<file path="src/rtl/core_pkg.sv">
// Shared core definitions: datapath widths, write-back source select and ALU op encodings.
// Imported by the register file, the write-back mux and the bus interface.
package core_pkg;

  localparam int DATA_W = 4;
  localparam int NREGS  = 16;
  localparam int ADDR_W = $clog2(NREGS);

  typedef enum logic [1:0] {
    WB_ALU  = 2'b00,
    WB_MEM  = 2'b01,
    WB_IMM  = 2'b10,
    WB_NONE = 2'b11
  } wb_sel_t;

  typedef enum logic [2:0] {
    ALU_ADD = 3'b000,
    ALU_SUB = 3'b001,
    ALU_AND = 3'b010,
    ALU_OR  = 3'b011,
    ALU_XOR = 3'b100,
    ALU_SHL = 3'b101,
    ALU_SHR = 3'b110,
    ALU_PASS_B = 3'b111
  } alu_op_t;

endpackage

</file>
<file path="src/rtl/reg_file_wb_if.sv">
// Bus between the core datapath (master) and the register file / write-back stage (slave).
interface reg_file_wb_if import core_pkg::*; #(
  parameter int DW = DATA_W,
  parameter int AW = ADDR_W
);

  logic [AW-1:0] rs1_addr;
  logic [AW-1:0] rs2_addr;
  logic [DW-1:0] rs1_data;
  logic [DW-1:0] rs2_data;
  logic          we;
  logic [AW-1:0] rd_addr;
  wb_sel_t       wb_sel;
  logic [DW-1:0] alu_result;
  logic [DW-1:0] mem_rdata;
  logic [DW-1:0] imm;
  logic [DW-1:0] wb_data;
  logic          flag_z;
  logic [AW-1:0] dbg_addr;
  logic [DW-1:0] dbg_data;

  modport master (
    output rs1_addr, rs2_addr, we, rd_addr, wb_sel, alu_result, mem_rdata, imm, dbg_addr,
    input  rs1_data, rs2_data, wb_data, flag_z, dbg_data
  );

  modport slave (
    input  rs1_addr, rs2_addr, we, rd_addr, wb_sel, alu_result, mem_rdata, imm, dbg_addr,
    output rs1_data, rs2_data, wb_data, flag_z, dbg_data
  );

endinterface

</file>
<file path="src/rtl/reg_file_wb_wb_mux.sv">
// Write-back source select; wb_valid drops for the reserved encoding, which also forces 0.
module wb_mux import core_pkg::*; #(
  parameter int WIDTH = DATA_W
) (
  input  wb_sel_t            wb_sel,
  input  logic [WIDTH-1:0]   alu_result,
  input  logic [WIDTH-1:0]   mem_rdata,
  input  logic [WIDTH-1:0]   imm,
  output logic [WIDTH-1:0]   wb_data,
  output logic               wb_valid
);

  always_comb begin
    wb_data  = '0;
    wb_valid = 1'b0;
    unique case (wb_sel)
      WB_ALU: begin
        wb_data  = alu_result;
        wb_valid = 1'b1;
      end
      WB_MEM: begin
        wb_data  = mem_rdata;
        wb_valid = 1'b1;
      end
      WB_IMM: begin
        wb_data  = imm;
        wb_valid = 1'b1;
      end
      default: begin
        wb_data  = '0;
        wb_valid = 1'b0;
      end
    endcase
  end

endmodule

</file>
<file path="src/rtl/reg_file_wb.sv">
// Architectural register file with one write-back port, two operand read ports and a debug port.
// Register 0 reads as zero; reads never bypass a same-cycle write (would loop through the ALU).
module reg_file_wb #(
  parameter int DATA_W = core_pkg::DATA_W,
  parameter int NREGS  = core_pkg::NREGS,
  localparam int ADDR_W = $clog2(NREGS)
) (
  input  logic                 clk,
  input  logic                 rst,
  reg_file_wb_if.slave         bus
);

  logic [DATA_W-1:0] regs_q [NREGS];
  logic [DATA_W-1:0] regs_d [NREGS];
  logic              flag_z_q;
  logic              flag_z_d;
  logic [DATA_W-1:0] wb_data;
  logic              wb_valid;
  logic              commit;

  wb_mux #(.WIDTH(DATA_W)) u_wb_mux (
    .wb_sel     (bus.wb_sel),
    .alu_result (bus.alu_result),
    .mem_rdata  (bus.mem_rdata),
    .imm        (bus.imm),
    .wb_data    (wb_data),
    .wb_valid   (wb_valid)
  );

  assign bus.wb_data = wb_data;
  assign bus.flag_z  = flag_z_q;

  // Writes to x0 or beyond the last register are dropped and leave the flag alone.
  always_comb begin
    regs_d   = regs_q;
    flag_z_d = flag_z_q;
    commit   = bus.we && wb_valid && (bus.rd_addr != '0) && (int'(bus.rd_addr) < NREGS);
    if (commit) begin
      regs_d[bus.rd_addr] = wb_data;
      flag_z_d            = (wb_data == '0);
    end
  end

  always_ff @(posedge clk) begin
    if (rst) begin
      for (int i = 0; i < NREGS; i++) begin
        regs_q[i] <= '0;
      end
      flag_z_q <= 1'b1;
    end else begin
      regs_q   <= regs_d;
      flag_z_q <= flag_z_d;
    end
  end

  always_comb begin
    bus.rs1_data = '0;
    if ((bus.rs1_addr != '0) && (int'(bus.rs1_addr) < NREGS)) begin
      bus.rs1_data = regs_q[bus.rs1_addr];
    end
  end

  always_comb begin
    bus.rs2_data = '0;
    if ((bus.rs2_addr != '0) && (int'(bus.rs2_addr) < NREGS)) begin
      bus.rs2_data = regs_q[bus.rs2_addr];
    end
  end

  always_comb begin
    bus.dbg_data = '0;
    if ((bus.dbg_addr != '0) && (int'(bus.dbg_addr) < NREGS)) begin
      bus.dbg_data = regs_q[bus.dbg_addr];
    end
  end

endmodule

</file>
<file path="src/flat_wrapper.sv">
// flat-port wrapper written by rule: the top's interface ports become plain ports
module reg_file_wb_flat 
#(
  parameter int DATA_W = core_pkg::DATA_W,
  parameter int NREGS  = core_pkg::NREGS,
  localparam int ADDR_W = $clog2(NREGS)
)
  (clk, rst, bus_rs1_addr, bus_rs2_addr, bus_we, bus_rd_addr, bus_wb_sel, bus_alu_result, bus_mem_rdata, bus_imm, bus_dbg_addr, bus_rs1_data, bus_rs2_data, bus_wb_data, bus_flag_z, bus_dbg_data);
  reg_file_wb_if bus_i ();
  input  logic clk;
  input  logic rst;
  input wire logic [$bits(bus_i.rs1_addr)-1:0] bus_rs1_addr;
  input wire logic [$bits(bus_i.rs2_addr)-1:0] bus_rs2_addr;
  input wire logic [$bits(bus_i.we)-1:0] bus_we;
  input wire logic [$bits(bus_i.rd_addr)-1:0] bus_rd_addr;
  input wire logic [$bits(bus_i.wb_sel)-1:0] bus_wb_sel;
  input wire logic [$bits(bus_i.alu_result)-1:0] bus_alu_result;
  input wire logic [$bits(bus_i.mem_rdata)-1:0] bus_mem_rdata;
  input wire logic [$bits(bus_i.imm)-1:0] bus_imm;
  input wire logic [$bits(bus_i.dbg_addr)-1:0] bus_dbg_addr;
  output wire logic [$bits(bus_i.rs1_data)-1:0] bus_rs1_data;
  output wire logic [$bits(bus_i.rs2_data)-1:0] bus_rs2_data;
  output wire logic [$bits(bus_i.wb_data)-1:0] bus_wb_data;
  output wire logic [$bits(bus_i.flag_z)-1:0] bus_flag_z;
  output wire logic [$bits(bus_i.dbg_data)-1:0] bus_dbg_data;
  assign bus_i.rs1_addr = bus_rs1_addr;
  assign bus_i.rs2_addr = bus_rs2_addr;
  assign bus_i.we = bus_we;
  assign bus_i.rd_addr = bus_rd_addr;
  assign bus_i.wb_sel = bus_wb_sel;
  assign bus_i.alu_result = bus_alu_result;
  assign bus_i.mem_rdata = bus_mem_rdata;
  assign bus_i.imm = bus_imm;
  assign bus_i.dbg_addr = bus_dbg_addr;
  assign bus_rs1_data = bus_i.rs1_data;
  assign bus_rs2_data = bus_i.rs2_data;
  assign bus_wb_data = bus_i.wb_data;
  assign bus_flag_z = bus_i.flag_z;
  assign bus_dbg_data = bus_i.dbg_data;
  reg_file_wb #(.DATA_W(DATA_W), .NREGS(NREGS)) u_core (.clk(clk), .rst(rst), .bus(bus_i));
endmodule
</file>
<file path="config.mk">
export PLATFORM = sky130hd
export DESIGN_NAME = reg_file_wb_flat
export DESIGN_NICKNAME = d
export VERILOG_FILES = /design/src/rtl/core_pkg.sv /design/src/rtl/reg_file_wb_if.sv /design/src/rtl/reg_file_wb_wb_mux.sv /design/src/rtl/reg_file_wb.sv /design/src/flat_wrapper.sv
export SDC_FILE = /design/constraint.sdc
export NUM_CORES = 1
export LEC_CHECK = 0
export CAP_MARGIN = 25
export CORE_UTILIZATION = 29
export CTS_BUF_LIST = sky130_fd_sc_hd__clkbuf_8
export DETAILED_ROUTE_END_ITERATION = 7
export GPL_ROUTABILITY_DRIVEN = 0
export GPL_TIMING_DRIVEN = 1
export PLACE_DENSITY = 0.49
export SYNTH_ARGS = -nofsm -noshare
export SYNTH_HDL_FRONTEND = slang
export SYNTH_SLANG_ARGS = --single-unit
</file>
<file path="constraint.sdc">
create_clock -name clk -period 7.09 [get_ports clk]
set_input_delay 1.7725 -clock clk [delete_from_list [all_inputs] [get_ports clk]]
set_output_delay 1.7725 -clock clk [all_outputs]
set_load 0.05 [all_outputs]
</file>
==> flow_metrics.tcl, run 1 <==
set metrics [dict create \
    grt_pass1_wl_um 17700 \
    cp_slowest_cell "clkdlybuf4s50_1" \
    fin_nets 401 \
    grt_max_degree 51 \
    layout.cells.most_common_list "mux2i_1 (65), nor2_1 (62), dfxtp_1 (61)" \
    insertedDiodeCount 0 \
    timing.hold.worst_endpoint "u_core.bus.flag_z" \
    crit_path_start_kind "input pin" \
    num_vias 2884 \
    cts_inserted_buffers 9 \
    transition_at_the_pin_with_the_smallest_max_transition_slack_ns 0.745 \
    max_slew_violation_count 0 \
    setup_tns_ns 0 \
    wl_per_cell_um 21.2 \
    critical_path.endpoint_type "primary output" \
    detail_route.first_pass.iterations 4 \
    cts.path.max_buffers 2 \
    synth_ff_type "dfxtp_1" \
    floorplan.rows 42 \
    buffer_ports.inserted 49 \
    detailedRoute.firstIterationViolations 227 \
    worstHoldPathCells 2 \
    grt-ovfl-total 0 \
    outcome "completed" \
    grt_pass1_vias 2871 \
    synth_cells 323 \
    mostFrequentLayoutCell "mux2i_1" \
    ctsRootBufferMaster "clkbuf_8" \
    cts-resized-gates 0 \
    die_area_um2 14300 \
    vdd.ir_drop.worst_v 0.0000667 \
    ys_seq_area_share_pct 30.5 \
    worstReg2RegEnd "u_core.regs_q[31]" \
    syn_area_um2 4010 \
    area_growth_pct 19.6 \
    worst-path-stages 5 \
    ctsHoldBuffers 0 \
    syn-mean-instance-area_um2 12.4 \
    synth.area.mux_share_pct 49.1 \
    crit_path_max_incr_delay_ns 0.86 \
    fp.dieW_um 120 \
    reg2reg_from "u_core.regs_q[31]" \
    synth_nets 356 \
    critPathBufInv 3 \
    maxSlewHeadroom_pct 49.9 \
    initial_standard_cell_utilization_of_the_core_pct 30.0 \
    synth-compound-area-share_pct 4.75 \
    ports_placed_on_the_boundary 50 \
    post_synth_and_or_nand_nor_area_fraction_pct 10.7 \
    fp.dieH_um 120 \
    reg2reg_slack_ns 6.41 \
    final_min_period_over_clock_period_pct 88.4 \
    yosysUniqueCellTypes 25 \
    period_minus_slack_ns 6.27 \
    route.detailed.drc 0 \
    p_per_area_nw_per_um2 156 \
    hold_viol_final 0 \
    tritoncts_clock_tree "done" \
    dominant_combinational_cell_family_by_area_after_synthesis "multiplexers" \
    fin_skew_ns 0 \
    ys_ff_latch 61 \
    yosys.area_share.adder_pct 0 \
    arrival_time_of_the_worst_setup_path_ns 4.50 \
    grt_util_all_layers_pct 17.0 \
    highest_clock_rate_mhz 159 \
    post-synth-top-area-cell "dfxtp_1" \
    worstRegToRegCells 2 \
    synth.top_cells.by_area "dfxtp_1 (30%), mux4_1 (18%), mux2i_1 (16%), mux4_2 (12%), nor2_1 (5.8%)" \
    cts.sink_count 61 \
    layout.cell_area.non_filler_um2 4790 \
    critPathTopFamily "buffers and inverters" \
    critical_path.max_fanout 12 \
    synth.yosys.warnings 0 \
    timing.critical_path.required_ns 5.32 \
    timing.hold.worst.start "u_core.bus.flag_z" \
    layout-drive-gt1-share_pct 21.0 \
    synth_top_area_share_pct 30.5 \
    dpl-instance-area_um2 4620 \
    async_reset_ff_share_pct 0 \
    wl_um 11600 \
    placeable_core_region_um2 13300 \
    worstSetupPathType "in -> out" \
    max_cap_violations 0 \
    rsz0062_at_grt "no" \
    remaining_number_of_nets_flagged_by_the_antenna_check_after_routing 0 \
    cp_cell_sequence "clkdlybuf4s50_1 -> buf_4 -> mux4_2 -> mux4_2 -> clkdlybuf4s50_1" \
    finalSetupViolations 0 \
    place_hpwl_um 8500 \
    worst_hold_path_type "reg -> reg" \
    ctsHtreeMaxLevel 3 \
    setup.worst_path.start "bus_dbg_addr[1]" \
    clk_pin_slew_ns 0.06 \
    synth_enable_flop_cells 0 \
    antenna_found_initial 0 \
    static_leakage_nw 2.15 \
    worstSkewPairLatency_ns 0.33 \
    yosys.area_share.xor_xnor_pct 0 \
    avgViaCountPerCell 5.27 \
    cts_setup_buffers 0 \
]
[cell usage after synthesis, types with 4 or more instances]
cell type,n
dfxtp_1,61
nor2b_1,4
nand3_1,5
mux2i_1,65
a22o_2,12
buf_2,11
nor2_1,62
clkbuf_1,10
mux2_2,12
mux4_1,27
nand4_1,7
mux4_2,21
o2bb2ai_1,4
[sequential cells by signal, summed over array words and instances, names as in the netlist]
name and count:
u_core.bus.flag_z 1, u_core.regs_q 60
[cells by family after synthesis]
family	Yosys count
buf+inv	30
flops	61
mux	125
compound gates	21
simple gates	86
[tightest hold or removal path, cell delays in order (launching register included)]
cell,delay [ns]
dfxtp_1,0.33
a21oi_1,0.06
o21ai_1,0.06
[routing by layer]
metal	track usage, %	share of wire, %	vias up	wire length (um)
li1	-	-	1350	-
met1	23.4	46	1440	5320
met2	26.1	47	83	5450
met3	3.99	5.4	11	627
met4	5.47	1.6	0	181
met5	0	0	-	0
[stage by stage]
| stage | utilization (%) | instances | setup WS [ns] | hold slack [ns] | total power, mW |
|---|---|---|---|---|---|
| after floorplan | - | 323 | 2.10 | 0.481 | 0.433 |
| after global placement | 34.5 | 531 | 0.865 | 0.456 | 0.477 |
| after detailed placement | 34.6 | 533 | 0.810 | 0.472 | 0.480 |
| after CTS | 35.9 | 547 | 0.807 | 0.485 | 0.755 |
| after global routing | 35.9 | 547 | 0.763 | 0.504 | 0.779 |
| final | 35.9 | 547 | 0.820 | 0.483 | 0.746 |
[worst max-delay path by stage]
stage,end,slack (ns)
after global placement,bus_dbg_data[1],0.87
after global routing,bus_rs1_data[1],0.76
after floorplan,bus_dbg_data[0],2.10
final,bus_dbg_data[3],0.82
after CTS,bus_dbg_data[3],0.81
after detailed placement,bus_dbg_data[3],0.81
[power breakdown]
| group | internal (mW) | switching (mW) | leakage [nW] |
|---|---|---|---|
| logic | 0.0523 | 0.0700 | 1.57 |
| registers | 0.346 | 0.00310 | 0.492 |
| clock network | 0.140 | 0.135 | 0.0922 |
| total | 0.538 | 0.208 | 2.15 |
[final cells by class]
cell class | instances | area, um^2
Timing Repair Buffer | 61 | 586
Fill cell | 1340 | 8560
Multi-Input combinational cell | 232 | 2590
Clock buffer | 11 | 151
Inverter | 3 | 11.3
Tap cell | 176 | 220
Clock inverter | 3 | 13.8
Sequential cell | 61 | 1220
Note: power is estimated with default switching activity, not from simulation.
==> inputs of run 2 (changes only) <==
--- a/config.mk
+++ b/config.mk
@@ -6,12 +6,13 @@
 export NUM_CORES = 1
 export LEC_CHECK = 0
 export CAP_MARGIN = 25
-export CORE_UTILIZATION = 29
+export CORE_ASPECT_RATIO = 1.4
+export CORE_UTILIZATION = 62
 export CTS_BUF_LIST = sky130_fd_sc_hd__clkbuf_8
 export DETAILED_ROUTE_END_ITERATION = 7
 export GPL_ROUTABILITY_DRIVEN = 0
 export GPL_TIMING_DRIVEN = 1
-export PLACE_DENSITY = 0.49
+export PLACE_DENSITY = 0.9
 export SYNTH_ARGS = -nofsm -noshare
 export SYNTH_HDL_FRONTEND = slang
 export SYNTH_SLANG_ARGS = --single-unit
==> run 2 against run 1 <==
Hold slack better by 0.014 ns. Sequential share of layout area is 0.28 points higher. Highest routed layer unchanged. Register-to-register slack got worse by 0.08 ns. Setup slack worse by 0.23 ns. Global-route usage up 16 points. Power increased by 16%. Clock power rose by 45%. Sequential cell count is the same. Non-clock buffer count fell by 2. Maximum frequency fell by 3.5%. Critical path depth is 1 lower. Critical path type unchanged. Via count increased by 10%.
==> flow_metrics.tcl, run 2 (synthesis gave the netlist of run 1 again) <==
set metrics [dict create \
    critical_path.endpoint_type "primary output" \
    antenna_found_initial 0 \
    fp.dieW_um 69.9 \
    ctsRootBufferMaster "clkbuf_8" \
    ports_placed_on_the_boundary 50 \
    grt_max_degree 62 \
    worstSetupPathType "in -> out" \
    wl_per_cell_um 24.5 \
    critical_path.max_fanout 17 \
    avgViaCountPerCell 7.19 \
    timing.hold.worst.start "u_core.bus.flag_z" \
    hold_viol_final 0 \
    setup_tns_ns 0 \
    insertedDiodeCount 0 \
    detail_route.first_pass.iterations 6 \
    max_cap_violations 0 \
    grt_pass1_vias 3173 \
    buffer_ports.inserted 49 \
    worstRegToRegCells 2 \
    p_per_area_nw_per_um2 183 \
    grt_util_all_layers_pct 33.3 \
    crit_path_start_kind "input pin" \
    layout-drive-gt1-share_pct 21.3 \
    flip_flop_count_of_the_largest_register_all_copies_and_words_added 60 \
    finalSetupViolations 0 \
    timing.critical_path.required_ns 5.32 \
    remaining_number_of_nets_flagged_by_the_antenna_check_after_routing 0 \
    fin_nets 399 \
    placeable_core_region_um2 6210 \
    cts-resized-gates 0 \
    ctsHoldBuffers 0 \
    setup.worst_path.start "bus_rs1_addr[0]" \
    place_hpwl_um 7550 \
    cts_inserted_buffers 9 \
    final_min_period_over_clock_period_pct 91.6 \
    grt-ovfl-total 0 \
    floorplan.rows 34 \
    worstHoldPathCells 2 \
    rsz0062_at_grt "no" \
    worst_hold_path_type "reg -> reg" \
    mostFrequentLayoutCell "mux2i_1" \
    max_slew_violation_count 0 \
    ctsHtreeMaxLevel 3 \
    grt_pass1_wl_um 17000 \
    transition_at_the_pin_with_the_smallest_max_transition_slack_ns 0.926 \
    outcome "completed" \
    die_area_um2 6790 \
    largest_register "u_core.regs_q" \
    period_minus_slack_ns 6.50 \
    vdd.ir_drop.worst_v 0.000107 \
    reg2reg_from "u_core.regs_q[8]" \
    detailedRoute.firstIterationViolations 416 \
    num_vias 3186 \
    cts.path.max_buffers 2 \
    utilization_pct 76.3 \
    cts_setup_buffers 0 \
    maxSlewHeadroom_pct 38.1 \
    layout.cells.most_common_list "mux2i_1 (65), nor2_1 (62), dfxtp_1 (61)" \
    highest_clock_rate_mhz 154 \
    arrival_time_of_the_worst_setup_path_ns 4.72 \
    fp.dieH_um 97.1 \
    clk_pin_slew_ns 0.07 \
    tritoncts_clock_tree "done" \
    wl_um 10800 \
    fin_skew_ns 0 \
    cts.sink_count 61 \
    static_leakage_nw 2.17 \
    route.detailed.drc 0 \
    initial_standard_cell_utilization_of_the_core_pct 64.5 \
    worstSkewPairLatency_ns 0.34 \
    area_growth_pct 18.3 \
]
[run 2: worst paths after layout]
| kind | endpoint | slack, ns |
|---|---|---|
| setup reg to reg | u_core.regs_q[8] | 6.33 |
| hold / removal | u_core.bus.flag_z | 0.50 |
| setup / recovery | bus_rs1_data[3] | 0.59 |
| hold reg to reg | u_core.bus.flag_z | 0.50 |
[run 2: power breakdown]
group	switching [mW]	internal (mW)	total, mW
registers	0.00366	0.346	0.350
logic	0.0664	0.0518	0.118
clock network	0.145	0.253	0.398
total	0.215	0.651	0.866
[run 2: cell type report]
class / count / area [um^2]
clock buffers: 11 / 151
clock inverters: 5 / 106
fillers: 373 / 1470
inverters: 3 / 11.3
multi-input cells: 232 / 2590
flip-flops and latches: 61 / 1220
well taps: 72 / 90.1
repair buffers: 59 / 571
[run 2: routing by layer]
| layer | track usage [%] | vias to the layer above | routed length [um] |
|---|---|---|---|
| met5 | 0 | - | 0 |
| met4 | 17.5 | 0 | 647 |
| met3 | 6.95 | 67 | 818 |
| met2 | 57.0 | 218 | 5460 |
| met1 | 38.7 | 1546 | 3920 |
| li1 | - | 1355 | - |
[run 2: stage by stage]
step	cells	setup WS, ns	area [um^2]	hold WS (ns)	power (mW)
after floorplan	323	2.10	4010	0.481	0.433
after global placement	425	0.691	4450	0.482	0.468
after detailed placement	425	0.618	4450	0.475	0.471
after CTS	441	0.605	4710	0.499	0.864
after global routing	443	0.509	4740	0.527	0.889
final	443	0.593	4740	0.497	0.866
[run 2: worst max-delay path, cell delays in order]
cell and delay [ns]:
clkdlybuf4s50_1 1.08, mux4_2 0.65, mux4_2 0.49, clkdlybuf4s50_1 0.72
==> inputs of run 3 (changes only) <==
--- a/config.mk
+++ b/config.mk
@@ -5,10 +5,10 @@
 export SDC_FILE = /design/constraint.sdc
 export NUM_CORES = 1
 export LEC_CHECK = 0
-export CAP_MARGIN = 25
 export CORE_ASPECT_RATIO = 1.4
 export CORE_UTILIZATION = 62
 export CTS_BUF_LIST = sky130_fd_sc_hd__clkbuf_8
+export CTS_CLUSTER_SIZE = 12
 export DETAILED_ROUTE_END_ITERATION = 7
 export GPL_ROUTABILITY_DRIVEN = 0
 export GPL_TIMING_DRIVEN = 1
==> run 3 against run 2 <==
Largest power group unchanged. First-iteration DRC count down 6.5%. Global-route usage unchanged. Utilization down 0.40 points. Via count up 1.0%. Hold slack about the same. Maximum frequency about the same. Setup slack better by 0.0042 ns. Combinational power about the same. Clock skew unchanged.
==> flow_metrics.tcl, run 3 (synthesis gave the netlist of run 1 again) <==
set metrics [dict create \
    outcome "completed" \
    critical_path.endpoint_type "primary output" \
    cts.sink_count 61 \
    max_slew_violation_count 0 \
    cts-resized-gates 0 \
    grt-ovfl-total 0 \
    clk_pin_slew_ns 0.07 \
    largest_register "u_core.regs_q" \
    grt_pass1_vias 3173 \
    final_min_period_over_clock_period_pct 91.6 \
    cp_slowest_cell "clkdlybuf4s50_1" \
    netSwitchingFraction_pct 24.9 \
    worstReg2RegEnd "u_core.regs_q[50]" \
    worst_hold_slack_ns 0.497 \
    max_cap_violations 0 \
    worst-path-stages 4 \
    flip_flop_count_of_the_largest_register_all_copies_and_words_added 60 \
    ctsHoldBuffers 0 \
    reg2reg_from "u_core.regs_q[50]" \
    setup_tns_ns 0 \
    static_leakage_nw 2.16 \
    crit_top_cell "clkdlybuf4s50_1" \
    utilization_pct 75.9 \
    cts.path.max_buffers 2 \
    mostFrequentLayoutCell "mux2i_1" \
    highest_clock_rate_mhz 154 \
    rsz0062_at_grt "no" \
    flop_pwr_share_pct 40.4 \
    buffer_ports.inserted 49 \
    fin_nets 397 \
    die_area_um2 6790 \
    critPathBufInv 2 \
    maxSlewHeadroom_pct 19.9 \
    total_switching_power_mw 0.215 \
    dpl-instance-area_um2 4450 \
    crit_path_start_kind "input pin" \
    place_hpwl_um 7550 \
    grt_pass1_wl_um 17000 \
    cts_setup_buffers 0 \
    cp_cell_sequence "clkdlybuf4s50_1 -> mux4_1 -> mux4_2 -> clkdlybuf4s50_1" \
    antenna_found_initial 0 \
    transition_at_the_pin_with_the_smallest_max_transition_slack_ns 1.19 \
    initial_standard_cell_utilization_of_the_core_pct 64.5 \
    grt_util_all_layers_pct 33.3 \
    ctsHtreeMaxLevel 3 \
    placeable_core_region_um2 6210 \
    detailedRoute.firstIterationViolations 389 \
    worstSetupPathType "in -> out" \
    avgViaCountPerCell 7.30 \
    worst_hold_path_type "reg -> reg" \
    p_per_area_nw_per_um2 183 \
    layout.cells.most_common_list "mux2i_1 (65), nor2_1 (62), dfxtp_1 (61)" \
    crit_path_max_incr_delay_ns 1.07 \
    worst_setup_path_endpoint "bus_rs1_data[2]" \
    reg2reg_slack_ns 6.29 \
    route.detailed.drc 0 \
    num_vias 3219 \
    power_frac_comb_pct 13.5 \
    p_int_mw 0.650 \
    fp.dieW_um 69.9 \
    final_cells 441 \
    floorplan.rows 34 \
    share_clk_of_total_power_pct 46.1 \
    hold_viol_final 0 \
    detail_route.first_pass.iterations 5 \
    fp.dieH_um 97.1 \
    setup.worst_path.start "bus_rs1_addr[0]" \
    vdd.ir_drop.worst_v 0.000106 \
    tritoncts_clock_tree "done" \
    ports_placed_on_the_boundary 50 \
    wl_um 10900 \
    cts_inserted_buffers 9 \
    worstSkewPairLatency_ns 0.34 \
    grt_max_degree 62 \
    finalSetupViolations 0 \
    fillers 376 \
    critical_path.max_fanout 17 \
    timing.critical_path.required_ns 5.32 \
    period_minus_slack_ns 6.49 \
    ctsRootBufferMaster "clkbuf_8" \
    worstRegToRegCells 2 \
    area_growth_pct 17.7 \
    remaining_number_of_nets_flagged_by_the_antenna_check_after_routing 0 \
    fin_skew_ns 0 \
    layout.cell_area.non_filler_um2 4710 \
    layout-drive-gt1-share_pct 20.9 \
    insertedDiodeCount 0 \
    arrival_time_of_the_worst_setup_path_ns 4.72 \
    dpl.cell_count 425 \
    wl_per_cell_um 24.7 \
    critPathTopFamily "buffers and inverters" \
]
-- run 3: changes by cell type in the layout (fill, tap and decap cells not counted) --
cell	previous run	this run
buf_12	1	0
buf_2	2	1
-- run 3: how the worst min path moves through the flow --
stage / slack, ns / startpoint / end / cells past startpoint
after detailed placement: 0.48 / u_core.bus.flag_z / u_core.bus.flag_z / 2
after CTS: 0.50 / u_core.bus.flag_z / u_core.bus.flag_z / 2
after global placement: 0.48 / u_core.bus.flag_z / u_core.bus.flag_z / 2
final: 0.50 / u_core.bus.flag_z / u_core.bus.flag_z / 2
after floorplan: 0.48 / u_core.regs_q[16] / u_core.regs_q[16] / 2
after global routing: 0.53 / u_core.bus.flag_z / u_core.bus.flag_z / 2
-- run 3: worst register-to-register path, stage by stage (launching register included) --
cell and delay [ns]:
dfxtp_1 0.34, mux2i_1 0.22, nor2_1 0.08
-- run 3: metrics by stage --
stage / total power [mW] / setup WS (ns)
CTS: 0.864 / 0.605
global placement: 0.468 / 0.691
global route: 0.887 / 0.509
finish: 0.865 / 0.597
floorplan: 0.433 / 2.10
detailed placement: 0.471 / 0.618
-- run 3: cell type report --
class	instances	area [um^2]	share of cell area, %
Inverter	3	11.3	0.239
Sequential cell	61	1220	25.9
Timing Repair Buffer	57	546	11.6
Clock inverter	5	106	2.26
Tap cell	72	90.1	1.91
Clock buffer	11	151	3.21
Multi-Input combinational cell	232	2590	54.9
-- run 3: power by group through the flow --
stage / clock [mW] / combinational [mW] / sequential [mW]
CTS: 0.399 / 0.116 / 0.349
floorplan: 0 / 0.0752 / 0.357
finish: 0.399 / 0.116 / 0.350
global route: 0.416 / 0.122 / 0.350
detailed placement: 0 / 0.114 / 0.357
global placement: 0 / 0.112 / 0.357
-- run 3: routing by layer --
layer	vias to the layer above	global-route usage (%)	part of all wire [%]
met5	-	0	0
met4	0	17.5	5.4
met3	59	6.95	6.9
met2	222	57.0	51
met1	1583	38.7	37
li1	1355	-	-
